### config.mk
export PLATFORM = sky130hd
export DESIGN_NAME = imem_loader
export DESIGN_NICKNAME = d
export VERILOG_FILES = /design/src/rtl/imem_loader.sv
export SDC_FILE = /design/constraint.sdc
export NUM_CORES = 1
export LEC_CHECK = 0
export ABC_AREA = 0
export BUFFER_PORTS_ARGS = -buffer_cell sky130_fd_sc_hd__buf_2
export CORE_MARGIN = 5
export CORE_UTILIZATION = 55
export CTS_CLUSTER_SIZE = 30
export DETAILED_ROUTE_END_ITERATION = 12
export PLACE_DENSITY = 0.86
export SLEW_MARGIN = 0
export SYNTH_ARGS = -nofsm -noshare
export SYNTH_HDL_FRONTEND = slang
export SYNTH_SLANG_ARGS = --single-unit
### constraint.sdc
create_clock -name clk -period 2.5 [get_ports clk]
set_input_delay 0.5 -clock clk [delete_from_list [all_inputs] [get_ports clk]]
set_output_delay 0.5 -clock clk [all_outputs]
set_load 0.1 [all_outputs]
### src/rtl/imem_loader.sv
// Serial instruction-memory loader: length byte, then big-endian 32-bit words written to IMEM.
// Optional trailing checksum byte is compiled in with `define LOADER_CHECKSUM_EN.
module imem_loader (
    input  logic        clk,
    input  logic        rst,
    input  logic        start,
    input  logic [7:0]  byteIn,
    input  logic        byteValid,
    output logic        byteReady,
    output logic [7:0]  wrAddress,
    output logic [31:0] wrData,
    output logic        wren,
    output logic        cpuRst,
    output logic        done,
    output logic        error,
    output logic [2:0]  state_dbg
);
    typedef enum logic [2:0] {
        IDLE  = 3'd0,
        LEN   = 3'd1,
        LOAD  = 3'd2,
        WRITE = 3'd3,
        CHECK = 3'd4,
        DONE  = 3'd5,
        ERROR = 3'd6
    } state_t;

    // Handshake: a byte moves on a rising edge only when byteValid and byteReady are both high;
    // byteValid is ignored whenever byteReady is low and the stream may stall for any length.
    state_t     state;
    logic [1:0] byte_idx;
    logic [8:0] word_total;
    logic [8:0] word_count;
    logic [8:0] next_count;
    logic       transfer;

    assign transfer   = byteValid && byteReady;
    assign next_count = word_count + 9'd1;
    assign state_dbg  = state;

`ifdef LOADER_CHECKSUM_EN
    logic [7:0] sum;
`else
    assign error = 1'b0;
`endif

    always_ff @(posedge clk or posedge rst) begin
        if (rst) begin
            state      <= IDLE;
            byte_idx   <= 2'd0;
            word_total <= 9'd0;
            word_count <= 9'd0;
            wrAddress  <= 8'd0;
            wrData     <= 32'd0;
            wren       <= 1'b0;
            byteReady  <= 1'b0;
            cpuRst     <= 1'b1;
            done       <= 1'b0;
`ifdef LOADER_CHECKSUM_EN
            error      <= 1'b0;
            sum        <= 8'd0;
`endif
        end else begin
            case (state)
                LEN: begin
                    if (transfer) begin
                        // A length byte of zero stands for a full 256-word image.
                        word_total <= (byteIn == 8'd0) ? 9'd256 : {1'b0, byteIn};
                        state      <= LOAD;
                    end
                end
                LOAD: begin
                    if (transfer) begin
                        // Shifting in from the bottom leaves the first byte in [31:24].
                        wrData   <= {wrData[23:0], byteIn};
                        byte_idx <= byte_idx + 2'd1;
`ifdef LOADER_CHECKSUM_EN
                        sum      <= sum + byteIn;
`endif
                        if (byte_idx == 2'd3) begin
                            state     <= WRITE;
                            byteReady <= 1'b0;
                            wren      <= 1'b1;
                        end
                    end
                end
                WRITE: begin
                    wren       <= 1'b0;
                    wrAddress  <= wrAddress + 8'd1;
                    word_count <= next_count;
                    if (next_count < word_total) begin
                        state     <= LOAD;
                        byteReady <= 1'b1;
                    end else begin
`ifdef LOADER_CHECKSUM_EN
                        state     <= CHECK;
                        byteReady <= 1'b1;
`else
                        state     <= DONE;
                        done      <= 1'b1;
                        cpuRst    <= 1'b0;
`endif
                    end
                end
`ifdef LOADER_CHECKSUM_EN
                CHECK: begin
                    if (transfer) begin
                        byteReady <= 1'b0;
                        if (byteIn == sum) begin
                            state  <= DONE;
                            done   <= 1'b1;
                            cpuRst <= 1'b0;
                        end else begin
                            state  <= ERROR;
                            error  <= 1'b1;
                        end
                    end
                end
`endif
                // IDLE, DONE and ERROR: wait for start to begin a fresh load.
                default: begin
                    if (start) begin
                        state      <= LEN;
                        byteReady  <= 1'b1;
                        cpuRst     <= 1'b1;
                        done       <= 1'b0;
                        wrAddress  <= 8'd0;
                        byte_idx   <= 2'd0;
                        word_count <= 9'd0;
`ifdef LOADER_CHECKSUM_EN
                        error      <= 1'b0;
                        sum        <= 8'd0;
`endif
                    end
                end
            endcase
        end
    end
endmodule

==> impl_metrics.toml <==
[clocking]
cts_tree = "done"
htreeDepth = 3
cts_buffers = 9
postCtsHoldBufs = 0
cts.sinks = 67
cts.clk_slew.worst_paths_ns = 0.08
cts_buffer_depth = 2
insertion_delay_ns = 0.34
root_buffer = "clkbuf_8"

[critical_path]
cp-start-kind = "register"
cp.depth = 9
critPathMaxStageDelay_ns = 0.41
crit_path_end_kind = "register"
critical_path.cell_chain = "ha_2 -> and3_4 -> nand3_1 -> xnor2_1 -> ha_1 -> nand4_1 -> a211o_1 -> and2_4 -> o31a_1"
reg2regPathDepth = 9
r2r_slack_ns = 0.1
cp_slowest_cell = "dfrtp_1"
cp_top_family = "simple AND/OR/NAND/NOR gates"
crit_fanout = 5
required_ns = 2.72
cp_num_buf_inv = 0
cp_data_arrival_time_ns = 2.63
path_class = "reg2reg"

[placed_design]
pre_cts_slack_ns = 0.0325
dpl.hpwl_mm = 4.38
gp_congestion = 0.926
postPlaceCellArea_um2 = 3400
portBuffers = 58

[final_layout]
syn_to_final_growth_pct = 20.6
antennaDiodeCount = 0
regArea_um2 = 1680
multiInputGateArea_um2 = 1300
final_cell_area_um2 = 3660
num-nets-final = 348
drive_above_1_share_pct = 37.9
n_fill_cell = 394

[synth]
synth_top_cell_area_share_pct = 54.4
synth_edf_count = 0
synth_ff_type = "dfrtp_1"
synth_fp_nets = 284
synth_area_leader_cell = "dfrtp_1"
synth_area_per_cell_um2 = 11.6
yosysMostFrequentCell = "dfrtp_1"
yosys.cell_types.count = 44
netlist_area_um2 = 3040
synth-seq-cells = 67
synthTopCellsByArea = "dfrtp_1 (54%), mux2_2 (12%), ha_1 (4.5%)"
synth_common_cells = "dfrtp_1 (66), mux2_2 (32), nand2_1 (30)"
synthCells = 261
yosys_warnings = 0
async_flop_share_pct = 100
ys_seq_area_share_pct = 55.2

[global_route]
antenna_found_initial = 0
grt_pass1_wl_mm = 10.5
grt_max_degree = 43
grt_pass1_vias = 2257
overflow = 0
grt_usage_pct = 18.6

[drt]
firstDrtPassIters = 4
first_iter_violations = 156
drc = 0
wl_per_cell_um = 15.5
wl_mm = 6.24
via_per_inst = 5.42
ant_nets = 0
via_count = 2180

[timing]
slew_headroom_pct = 54.8
setup_viol = 0
finClkSkew_ns = 0.00696
hold_viol = 0
holdWs_ns = 0.205
report.final.slew_viol_count = 0
min_period_ns = 2.40
setup_slack_ns = 0.0954
setup_tns_ns = 0
max_freq_ghz = 0.416
tightest_slew_ns = 0.674
fin_crit_sh_pct = 96.2

[worst_hold_path]
hp-class = "in2async"

[floorplan]
die_w_um = 84.3
fp.dieArea_um2 = 7110
initial_core_util_pct = 55.9
io_pins = 60
core.rowCount = 27
fp.coreArea_um2 = 5440
die_h_um = 84.3

[flow_run]
maxCapViolCount = 0

[run_status]
status = "finished clean"
==> logic make-up after synthesis <==
family	Yosys count	share of synthesized area (%)
other	1	0.123
DFF	67	55.2
AOI/OAI and AO/OA	39	8.11
adders and majority gates	11	4.53
xor gates and xnor gates	12	3.46
buffers and inverters	21	3.34
and+or+nand+nor	76	12.6
muxes	34	12.6
==> final timing paths <==
check | start | to
max in group asynchronous | rst | cpuRst$_DFFE_PP1P_
max | word_count[0]$_DFFE_PP0P_ | state_dbg[1]$_DFFE_PP0P_
max reg2reg | word_count[0]$_DFFE_PP0P_ | state_dbg[1]$_DFFE_PP0P_
min in group clk | byteIn[6] | word_total[6]$_DFFE_PP0P_
min reg2reg | wrData[28]$_DFFE_PP0P_ | wrData[28]$_DFFE_PP0P_
min | rst | wrData[21]$_DFFE_PP0P_
==> layout by cell type (no fill, tap or decap), types with 2 or more instances in the layout <==
cell type	instances
clkbuf_8	11
buf_4	5
mux2_2	32
nor4_1	2
dfrtp_1	66
nand4_1	3
nor2_1	13
o21ai_0	17
ha_1	9
a21oi_1	6
inv_1	9
buf_2	58
nand2b_1	2
nand3_1	12
mux2_1	2
clkinvlp_4	2
xor2_1	5
nand2_1	30
xnor2_1	6
o2bb2ai_1	2
==> stage by stage <==
step	cells	utilization, %
after floorplan	261	-
final	402	67.4
after CTS	400	66.4
after global placement	384	62.5
after detailed placement	384	62.5
after global routing	402	67.4
==> metal layers <==
metal	track usage (%)	up-vias	routed length (um)
met5	0	-	0
met4	8.92	0	103
met3	4.71	9	277
met2	30.7	54	3270
met1	22.8	1083	2590
li1	-	1034	-
==> worst reg2reg max path, stage by stage, from the launching register on <==
cell     delay (ns)
dfrtp_1        0.41
ha_2           0.24
and3_4         0.21
nand3_1        0.11
xnor2_1        0.17
ha_1           0.31
nand4_1        0.11
a211o_1        0.32
and2_4         0.17
o31a_1         0.24
==> final cells by class <==
cell class | instances | area share (%)
timing repair buffer | 64 | 9.49
inverter | 10 | 1.02
tap | 72 | 2.46
clock buffer | 11 | 4.13
clock inverter | 5 | 1.61
sequential | 67 | 45.8
multi-input combinational | 173 | 35.5
==> state kept, by name, indices dropped and copies added (netlist names), 2 cells and up <==
| signal | flops |
|---|---|
| wrAddress | 8 |
| word_count | 9 |
| state_dbg | 3 |
| word_total | 9 |
| byte_idx | 2 |
| wrData | 32 |
==> repair_timing <==
| action | in CTS | in global routing |
|---|---|---|
| buffers inserted | 0 | 2 |
| setup endpoints to repair | 0 | 5 |
| gates resized for setup | 0 | 9 |
Power is not shown: default switching activity piles up to over one toggle a cycle in this logic, so the estimate is an artifact.
